**src/rtl/som_pkg.sv**
```systemverilog
// som_pkg: shared types and helpers for the SOM training sequencer.
//   - state_t    : sequencer FSM state encoding
//   - ADDR_W_DEF : default RAM address width
//   - LR_W_DEF   : default learning-rate width
//   - lr_decay   : one epoch step of the learning-rate schedule, floored at lr_min
package som_pkg;

   localparam int ADDR_W_DEF = 18;
   localparam int LR_W_DEF   = 8;

   typedef enum logic [2:0] {
      S_IDLE    = 3'd0,
      S_FETCH   = 3'd1,
      S_WAIT_DP = 3'd2,
      S_NEXT    = 3'd3,
      S_WB      = 3'd4,
      S_DONE    = 3'd5
   } state_t;

   // lr - (lr >> shift) never underflows, so only the floor needs care.
   function automatic logic [31:0] lr_decay(input logic [31:0] lr_cur,
                                            input logic [31:0] lr_min,
                                            input logic [31:0] shift);
      logic [31:0] dec;
      dec = lr_cur - (lr_cur >> shift);
      return (dec < lr_min) ? lr_min : dec;
   endfunction

endpackage

```
**src/rtl/som_decay.sv**
```systemverilog
// som_decay: registered learning rate and neighbourhood radius.
// Ports:
//   clk, rst_n  : clock, asynchronous active-low reset
//   load_init   : load LR_INIT / R_INIT (start of training)
//   step        : apply one epoch decay (lr floored at LR_MIN, radius saturating at 0)
//   lr, radius  : current values
module som_decay
   import som_pkg::*;
#(
   parameter int LR_W     = LR_W_DEF,
   parameter int R_W      = 3,
   parameter int LR_INIT  = 128,
   parameter int LR_MIN   = 8,
   parameter int LR_SHIFT = 2,
   parameter int R_INIT   = 3
) (
   input  logic            clk,
   input  logic            rst_n,
   input  logic            load_init,
   input  logic            step,
   output logic [LR_W-1:0] lr,
   output logic [R_W-1:0]  radius
);

   always_ff @(posedge clk or negedge rst_n) begin
      if (!rst_n) begin
         lr     <= '0;
         radius <= '0;
      end else if (load_init) begin
         lr     <= LR_W'(LR_INIT);
         radius <= R_W'(R_INIT);
      end else if (step) begin
         lr     <= LR_W'(lr_decay(32'(lr), 32'(LR_MIN), 32'(LR_SHIFT)));
         radius <= (radius == '0) ? '0 : radius - R_W'(1);
      end
   end

endmodule

```
**src/rtl/som_train_sequencer.sv**
```systemverilog
// som_train_sequencer: multi-epoch SOM training scheduler.
// Streams VEC_LEN-word vectors from the image RAM, waits for the datapath
// (dp_done) after each vector, decays lr/radius at epoch boundaries and finally
// sweeps N_NEURON weight writes to RAM_W.
// Ports:
//   clk, rst_n          : clock, asynchronous active-low reset
//   start, abort        : begin training / return to IDLE
//   dp_done             : datapath finished the current vector
//   RAM_IF_A, RAM_IF_OE : image RAM read address / output enable
//   pix_valid           : image RAM data valid (OE delayed one cycle)
//   vec_valid           : pulse with the last word of a vector
//   lr, radius, epoch   : current training schedule values
//   RAM_W_A, RAM_W_WE   : weight write address / write enable
//   busy, done          : status
module som_train_sequencer
   import som_pkg::*;
#(
   parameter int ADDR_W   = ADDR_W_DEF,
   parameter int VEC_LEN  = 4,
   parameter int N_VEC    = 10240,
   parameter int N_EPOCH  = 4,
   parameter int N_NEURON = 64,
   parameter int LR_W     = LR_W_DEF,
   parameter int LR_INIT  = 128,
   parameter int LR_MIN   = 8,
   parameter int LR_SHIFT = 2,
   parameter int R_W      = 3,
   parameter int R_INIT   = 3
) (
   input  logic              clk,
   input  logic              rst_n,
   input  logic              start,
   input  logic              abort,
   input  logic              dp_done,
   output logic [ADDR_W-1:0] RAM_IF_A,
   output logic              RAM_IF_OE,
   output logic              pix_valid,
   output logic              vec_valid,
   output logic [LR_W-1:0]   lr,
   output logic [R_W-1:0]    radius,
   output logic [7:0]        epoch,
   output logic [ADDR_W-1:0] RAM_W_A,
   output logic              RAM_W_WE,
   output logic              busy,
   output logic              done
);

   localparam int WORD_W = (VEC_LEN  > 1) ? $clog2(VEC_LEN)  : 1;
   localparam int VEC_W  = (N_VEC    > 1) ? $clog2(N_VEC)    : 1;
   localparam int NRN_W  = (N_NEURON > 1) ? $clog2(N_NEURON) : 1;

   state_t              state, state_nxt;
   logic [ADDR_W-1:0]   addr;
   logic [WORD_W-1:0]   word;
   logic [VEC_W-1:0]    vec;
   logic [NRN_W-1:0]    wb_cnt;
   logic                load, step;
   logic                word_last, vec_last, epoch_last, wb_last;

   assign word_last  = (word   == WORD_W'(VEC_LEN - 1));
   assign vec_last   = (vec    == VEC_W'(N_VEC - 1));
   assign epoch_last = (epoch  == 8'(N_EPOCH - 1));
   assign wb_last    = (wb_cnt == NRN_W'(N_NEURON - 1));

   assign RAM_IF_A = addr;
   assign RAM_W_A  = ADDR_W'(wb_cnt);

   always_ff @(posedge clk or negedge rst_n) begin
      if (!rst_n) state <= S_IDLE;
      else        state <= state_nxt;
   end

   // abort has priority over every transition, including start in IDLE/DONE.
   always_comb begin
      state_nxt = state;
      RAM_IF_OE = 1'b0;
      RAM_W_WE  = 1'b0;
      busy      = 1'b0;
      done      = 1'b0;
      load      = 1'b0;
      step      = 1'b0;
      case (state)
         S_IDLE: begin
            if (start && !abort) begin
               load      = 1'b1;
               state_nxt = S_FETCH;
            end
         end
         S_FETCH: begin
            busy      = 1'b1;
            RAM_IF_OE = 1'b1;
            if (abort)          state_nxt = S_IDLE;
            else if (word_last) state_nxt = S_WAIT_DP;
         end
         S_WAIT_DP: begin
            busy = 1'b1;
            if (abort)        state_nxt = S_IDLE;
            else if (dp_done) state_nxt = S_NEXT;
         end
         S_NEXT: begin
            busy = 1'b1;
            if (abort)            state_nxt = S_IDLE;
            else if (!vec_last)   state_nxt = S_FETCH;
            else if (!epoch_last) begin
               step      = 1'b1;
               state_nxt = S_FETCH;
            end else              state_nxt = S_WB;
         end
         S_WB: begin
            busy     = 1'b1;
            RAM_W_WE = 1'b1;
            if (abort)        state_nxt = S_IDLE;
            else if (wb_last) state_nxt = S_DONE;
         end
         S_DONE: begin
            done = 1'b1;
            if (abort) state_nxt = S_IDLE;
            else if (start) begin
               load      = 1'b1;
               state_nxt = S_FETCH;
            end
         end
         default: state_nxt = S_IDLE;
      endcase
   end

   // The address only advances between words of a vector and in NEXT, so it
   // holds the last fetched word through WAIT_DP.
   always_ff @(posedge clk or negedge rst_n) begin
      if (!rst_n) begin
         addr      <= '0;
         word      <= '0;
         vec       <= '0;
         epoch     <= '0;
         wb_cnt    <= '0;
         pix_valid <= 1'b0;
         vec_valid <= 1'b0;
      end else begin
         pix_valid <= RAM_IF_OE & ~abort;
         vec_valid <= (state == S_FETCH) & word_last & ~abort;
         if (load) begin
            addr   <= '0;
            word   <= '0;
            vec    <= '0;
            epoch  <= '0;
            wb_cnt <= '0;
         end else if (!abort) begin
            case (state)
               S_FETCH: begin
                  if (word_last) word <= '0;
                  else begin
                     word <= word + WORD_W'(1);
                     addr <= addr + ADDR_W'(1);
                  end
               end
               S_NEXT: begin
                  if (!vec_last) begin
                     vec  <= vec + VEC_W'(1);
                     addr <= addr + ADDR_W'(1);
                  end else if (!epoch_last) begin
                     epoch <= epoch + 8'd1;
                     vec   <= '0;
                     addr  <= '0;
                  end
               end
               S_WB: begin
                  if (!wb_last) wb_cnt <= wb_cnt + NRN_W'(1);
               end
               default: ;
            endcase
         end
      end
   end

   som_decay #(
      .LR_W    (LR_W),
      .R_W     (R_W),
      .LR_INIT (LR_INIT),
      .LR_MIN  (LR_MIN),
      .LR_SHIFT(LR_SHIFT),
      .R_INIT  (R_INIT)
   ) u_decay (
      .clk      (clk),
      .rst_n    (rst_n),
      .load_init(load),
      .step     (step),
      .lr       (lr),
      .radius   (radius)
   );

endmodule

```
**config.mk**
```make
export PLATFORM = sky130hd
export DESIGN_NAME = som_train_sequencer
export DESIGN_NICKNAME = d
export VERILOG_FILES = /design/src/rtl/som_pkg.sv /design/src/rtl/som_decay.sv /design/src/rtl/som_train_sequencer.sv
export SDC_FILE = /design/constraint.sdc
export NUM_CORES = 1
export LEC_CHECK = 0
export BUFFER_PORTS_ARGS = -buffer_cell sky130_fd_sc_hd__buf_2
export CAP_MARGIN = 30
export CORE_MARGIN = 2
export CORE_UTILIZATION = 40
export CTS_BUF_LIST = sky130_fd_sc_hd__clkbuf_8
export CTS_CLUSTER_SIZE = 8
export DETAILED_ROUTE_END_ITERATION = 8
export HOLD_SLACK_MARGIN = 0.15
export MAX_ROUTING_LAYER = met4
export PLACE_DENSITY_LB_ADDON = 0.1
export REMOVE_ABC_BUFFERS = 1
export SETUP_SLACK_MARGIN = 0.2
export SLEW_MARGIN = 20
export SYNTH_ARGS = -nofsm -noshare
export SYNTH_HDL_FRONTEND = slang
export SYNTH_SLANG_ARGS = --single-unit
```
**constraint.sdc**
```tcl
create_clock -name clk -period 2.2 [get_ports clk]
set_input_delay 0.44 -clock clk [delete_from_list [all_inputs] [get_ports clk]]
set_output_delay 0.44 -clock clk [all_outputs]
set_load 0.02 [all_outputs]
```
==> summary.txt, run 1 <==
Min path
  • Hold path depth: 3
  • Hold wc startpoint: abort
  • Hold Path Class: in2reg
  • Hold Path Sink: state[2]$_DFFE_PN0P_

Finish
  • Area Growth Syn to Fin: 39.5%
  • # nets final: 614
  • Number of diodes: 0
  • Share of cells above drive strength 1: 0.390
  • Finished Layout Cells: 736

Drt
  • Starting DRC count in detailed routing: 156
  • First drt pass iteration count: 4
  • Residual DRC: 0
  • DR vias: 4,031
  • Antenna viol nets, final: 0
  • Final WL: 12,000 µm
  • Mean routed wirelength per cell: 16.3 µm
  • Via density: 5.48

Status
  • Outcome: complete, no violations

Synth
  • Predominant post-synthesis flop cell: dfrtp_1
  • Number of synthesized register bits: 64
  • Synth unique cells: 72
  • Synthesized area: 0.00416 mm²
  • Ys async rst share: 1.00
  • Post-synthesis sequential area ratio: 0.385
  • Mean post-synth cell area: 9.05 µm²
  • Largest cells by area after synthesis: dfrtp_1 39%, a21oi_1 4.0%, ha_1 3.6%
  • Mapped Cells: 459
  • Synth area leader: dfrtp_1
  • Synth Warn #: 0
  • Number of synthesized flops with an enable pin: 0
  • Synth top area share: 0.385

Timing
  • Final Max Slew Viols: 0
  • Final period utilization: 0.956
  • Hold slack: 0.486 ns
  • Post-route minimum period: 2.10 ns
  • Final setup viols: 0
  • Relative slew slack: 0.632
  • Highest Clock Rate: 476 MHz
  • RSZ-0062 raised after global routing: yes
  • Worst-Margin Slew: 0.552 ns
  • Final setup skew: 0.0118 ns
  • Final hold violation count: 0

Power and ir drop
  • Power density over the cells: 746 mW/mm²
  • P_leak: 0.00258 µW
  • Peak supply drop: 0.302 mV

Placement
  • PortBufs: 53
  • Gpl congestion: 0.852
  • HPWL Detailed: 8260 µm
  • Placed insts: 687

Floorplan
  • Die X-Extent: 106 µm
  • Die area: 0.0112 mm²
  • Site Rows: 37
  • Initial Util: 0.408
  • Num ports: 66
  • Core box area: 0.0102 mm²
  • Die H: 106 µm

Critical path
  • Crit start category: flip-flop
  • Critical Path Sink Type: flip-flop
  • CP Buf/Inv Count: 2
  • Critical Path RT: 2.44 ns
  • Crit-path cells: buf_4, ha_4, nand3_2, a21oi_2, o221ai_4, a2111oi_4, buf_4, o32ai_2
  • Kind of critical path: reg2reg
  • CP top delay family: compound AO/OA/AOI/OAI gates
  • Worst R2R Path Depth: 8
  • RR Endpoint: u_decay.lr[0]$_DFFE_PN0P_
  • Crit path max fanout: 4
  • Critical path's largest stage delay: 0.42 ns
  • Critical R2R Launch: u_decay.lr[2]$_DFFE_PN0P_
  • Most used cell, CP: buf_4
  • Slowest CP cell: dfrtp_1
  • Flop2flop setup slack: 0.1 ns
  • Worst Path Arrival: 2.34 ns

Clocking
  • Clk sink count: 64
  • H-tree levels: 3
  • Root buffer cell: clkbuf_8
  • CTS tree: built
  • CTS buffer count: 9
  • Clk buf depth: 2
  • Clock slew at reported path FFs: 0.07 ns
  • Clock insertion delay at the later pin of the skew report: 0.36 ns

Global route
  • Vias in the first global route: 3,910
  • Global route overflow: 0
  • Initial antenna violation count: 0
  • First-pass GRT wire length: 19,200 µm
  • Global Route Usage Sum: 0.221
  • Largest net degree at the start of global routing: 44

Run
  • MaxCap Viol Count: 0
==> cell families after synthesis <==
| group | Yosys count | synth area share |
|---|---|---|
| buffers and inverters | 52 | 0.0650 |
| and+or+nand+nor | 187 | 0.262 |
| xor gates and xnor gates | 10 | 0.0211 |
| other | 1 | 0.000902 |
| muxes | 10 | 0.0244 |
| AOI/OAI and AO/OA | 122 | 0.200 |
| adders and majority gates | 13 | 0.0410 |
| DFF | 64 | 0.385 |
==> worst min-delay path, stage by stage <==
cell	delay [ns]
buf_2	0.16
buf_4	0.14
o22ai_1	0.05
==> stage by stage <==
stage | setup slack (ns) | instance area, µm² | util | total power, µW | setup TNS, ns
floorplan | -0.0865 | 4010 | - | 2380 | -0.682
global placement | 0.0275 | 4900 | 0.481 | 3030 | 0
detailed placement | -0.111 | 4900 | 0.481 | 3050 | -0.382
CTS | 0.135 | 5410 | 0.531 | 4110 | 0
global route | 0.0458 | 5800 | 0.569 | 4580 | 0
finish | 0.0973 | 5800 | 0.569 | 4320 | 0
==> registers in the layout (all words and copies together), names as in the netlist <==
| name | flops |
|---|---|
| vec_valid | 1 |
| pix_valid | 1 |
| RAM_IF_A | 18 |
| word | 2 |
| state | 3 |
| epoch | 8 |
| u_decay.radius | 3 |
| u_decay.lr | 8 |
| wb_cnt | 6 |
| vec | 14 |
==> worst max-delay path by stage <==
stage | from | to | cells past startpoint
final | u_decay.lr[2]$_DFFE_PN0P_ | u_decay.lr[0]$_DFFE_PN0P_ | 8
after CTS | u_decay.lr[0]$_DFFE_PN0P_ | u_decay.lr[1]$_DFFE_PN0P_ | 10
after global placement | vec[0]$_DFFE_PN0P_ | u_decay.lr[7]$_DFFE_PN0P_ | 7
after floorplan | vec[0]$_DFFE_PN0P_ | epoch[3]$_DFFE_PN0P_ | 6
after detailed placement | u_decay.lr[0]$_DFFE_PN0P_ | u_decay.lr[1]$_DFFE_PN0P_ | 10
after global routing | u_decay.lr[2]$_DFFE_PN0P_ | u_decay.lr[0]$_DFFE_PN0P_ | 8
==> power by group <==
group / switching (µW) / internal [µW] / total, µW / leakage (µW)
Combinational: 1070 / 844 / 1920 / 0.00163
Sequential: 161 / 1320 / 1480 / 0.000851
Clock: 470 / 456 / 926 / 0.0000924
Total: 1700 / 2620 / 4320 / 0.00258
==> final cells by class <==
| cell class | instances | area (µm²) |
|---|---|---|
| clock buffers | 11 | 151 |
| clock inverters | 4 | 21.3 |
| fillers | 942 | 4390 |
| inverters | 23 | 86.3 |
| multi-input cells | 355 | 2720 |
| flip-flops and latches | 64 | 1610 |
| well taps | 136 | 170 |
| repair buffers | 143 | 1030 |
==> Yosys cell counts (4+ instances only) <==
cell type and number:
or3_1 17, ha_1 12, nand2_1 39, nor2_1 22
a21oi_1 33, and4_1 9, inv_1 23, and3_1 9
clkbuf_1 4, a22o_1 4, a31oi_1 10, nand2b_1 11
o21ai_0 23, nand3_1 20, buf_4 13, o21ai_1 7
xnor2_1 9, dfrtp_1 64, nand4b_1 6, nor4_1 5
nand4_1 13, mux2i_1 9, nor3_1 7, buf_2 9
and2_1 7
==> metal layers <==
layer / part of all wire / routed length (µm) / up-vias / global-route usage
li1: - / - / 1971 / -
met1: 0.46 / 5510 / 1953 / 0.281
met2: 0.49 / 5890 / 91 / 0.359
met3: 0.028 / 331 / 16 / 0.0270
met4: 0.019 / 229 / 0 / 0.0912
met5: 0 / 0 / - / -
==> what timing repair did <==
| item | in CTS | in global routing |
|---|---|---|
| setup buffers | 15 | 16 |
| hold endpoints to repair | 21 | 0 |
| pin swaps | 15 | 31 |
| cloned | 0 | 2 |
| gates resized for setup | 42 | 52 |
| hold buffers | 1 | 0 |
| endpoints found under the setup margin | 43 | 45 |
==> layout by cell type, fill, tap and decap left out, drive strengths merged, types with 11 or more instances in the layout <==
cell and n:
dfrtp 64, ha 12, nand3 21, conb 12, inv 24, clkbuf 12, o21ai 30, nand2 39
nand4 13, buf 141, nor2 24, or3 17, a21oi 33, nand2b 11
Note: power is estimated with default switching activity, not from simulation.
==> run 2: changes to the inputs <==
CELL_PAD_IN_SITES_DETAIL_PLACEMENT = 1   (was default)
CELL_PAD_IN_SITES_GLOBAL_PLACEMENT = 1   (was default)
==> summary.txt, run 2 (synthesis gave the netlist of run 1 again) <==
Critical path
  • Crit start category: flip-flop
  • Slowest CP cell: dfrtp_2
  • Most used cell, CP: o31ai_4
  • Crit path max fanout: 4
  • Crit-path cells: ha_4, nor2b_4, o31a_1, o31ai_4, a2111oi_4, buf_4, o31ai_4
  • CP Buf/Inv Count: 1
  • Critical Path Sink Type: flip-flop
  • Critical path's largest stage delay: 0.45 ns
  • Kind of critical path: reg2reg
  • Worst Path Arrival: 2.37 ns
  • CP top delay family: compound AO/OA/AOI/OAI gates
  • Critical Path RT: 2.48 ns

Placement
  • PortBufs: 53
  • Placed insts: 682
  • Pre-CTS WS: -0.0437 ns
  • Dpl cell area: 0.00486 mm²
  • Gpl congestion: 0.854
  • HPWL Detailed: 8930 µm

Timing
  • Final setup viols: 0
  • Relative slew slack: 0.599
  • Final setup skew: 0.00810 ns
  • Final period utilization: 0.952
  • Post-route minimum period: 2.10 ns
  • RSZ-0062 raised after global routing: yes
  • Hold slack: 0.352 ns
  • Worst-Margin Slew: 0.597 ns
  • Final Max Slew Viols: 0
  • Final hold violation count: 0
  • Post-route setup slack: 0.105 ns
  • Highest Clock Rate: 477 MHz

Drt
  • Antenna viol nets, final: 0
  • DR vias: 4,238
  • First drt pass iteration count: 4
  • Residual DRC: 0
  • Final WL: 14,200 µm
  • Via density: 5.78
  • Starting DRC count in detailed routing: 171
  • Mean routed wirelength per cell: 19.4 µm

Global route
  • First-pass GRT wire length: 21,200 µm
  • Global Route Usage Sum: 0.245
  • Global route overflow: 0
  • Initial antenna violation count: 0
  • Largest net degree at the start of global routing: 65
  • Vias in the first global route: 4,233

Clocking
  • CTS buffer count: 9
  • Clk sink count: 64
  • Clk buf depth: 2
  • CTS tree: built
  • Clock slew at reported path FFs: 0.07 ns
  • Root buffer cell: clkbuf_8
  • H-tree levels: 3
  • Clock insertion delay at the later pin of the skew report: 0.37 ns

Finish
  • Most common cell after layout, fill and taps aside: buf_4
  • Area Growth Syn to Fin: 39.1%
  • Final instance area: 0.00578 mm²
  • Highest-count cells in the layout ignoring fill and taps: 75 x buf_4, 60 x dfrtp_1, 54 x buf_2
  • # nets final: 613
  • Fillers: 1,190
  • Finished Layout Cells: 733
  • Area of the multi-input gates: 0.00277 mm²
  • Number of diodes: 0
  • Reg area: 0.00161 mm²
  • Share of cells above drive strength 1: 0.379
  • Max reg flops: 18

Floorplan
  • Die H: 106 µm
  • Die area: 0.0112 mm²
  • Core box area: 0.0102 mm²
  • Die X-Extent: 106 µm
  • Initial Util: 0.408
  • Num ports: 66
  • Site Rows: 37

Power and ir drop
  • Peak supply drop: 0.295 mV
  • Total Power: 4380 µW
  • Power density over the cells: 757 mW/mm²
  • P_leak: 0.00256 µW

Run
  • MaxCap Viol Count: 0

Min path
  • Hold Path Class: in2reg

Status
  • Outcome: complete, no violations
[run 2: path summary, 6_finish.rpt]
| path | from | endpoint | slack, ns | cells after the start |
|---|---|---|---|---|
| setup reg to reg | u_decay.lr[1]$_DFFE_PN0P_ | u_decay.lr[2]$_DFFE_PN0P_ | 0.10 | 7 |
| hold reg to reg | RAM_IF_A[2]$_DFFE_PN0P_ | RAM_IF_A[2]$_DFFE_PN0P_ | 0.53 | 1 |
| hold / removal | abort | state[2]$_DFFE_PN0P_ | 0.35 | 2 |
| max in group asynchronous | rst_n | state[2]$_DFFE_PN0P_ | 1.25 | 3 |
| min in group asynchronous | rst_n | epoch[5]$_DFFE_PN0P_ | 0.61 | 3 |
| setup / recovery | u_decay.lr[1]$_DFFE_PN0P_ | u_decay.lr[2]$_DFFE_PN0P_ | 0.10 | 7 |
[run 2: repair_timing]
| action | in CTS | in global routing |
|---|---|---|
| resized for setup | 39 | 49 |
| cloned | 3 | 1 |
| setup buffers | 11 | 22 |
| hold endpoints to repair | 64 | 0 |
| pin swaps | 15 | 32 |
| hold buffers | 1 | 0 |
| setup endpoints to repair | 46 | 53 |
[run 2: final cells by class]
class,instances,share of cell area
Tap cell,136,0.0294
Timing Repair Buffer,140,0.171
Clock buffer,11,0.0262
Multi-Input combinational cell,357,0.478
Inverter,23,0.0154
Sequential cell,64,0.278
Clock inverter,2,0.00151
[run 2: power breakdown]
part	total, µW	switching (µW)	internal, µW
Sequential	1490	174	1320
Clock	920	474	446
Combinational	1970	1140	827
[run 2: metrics by stage]
step | utilization | TNS (ns)
floorplan | - | -0.682
global placement | 0.478 | 0
detailed placement | 0.478 | -0.110
CTS | 0.526 | 0
global route | 0.568 | 0
finish | 0.568 | 0
[run 2: per-layer routing]
metal	vias up	part of all wire	GRT usage
li1	1977	-	-
met1	2144	0.42	0.300
met2	89	0.52	0.414
met3	28	0.034	0.0343
met4	0	0.023	0.0912
met5	-	0	-
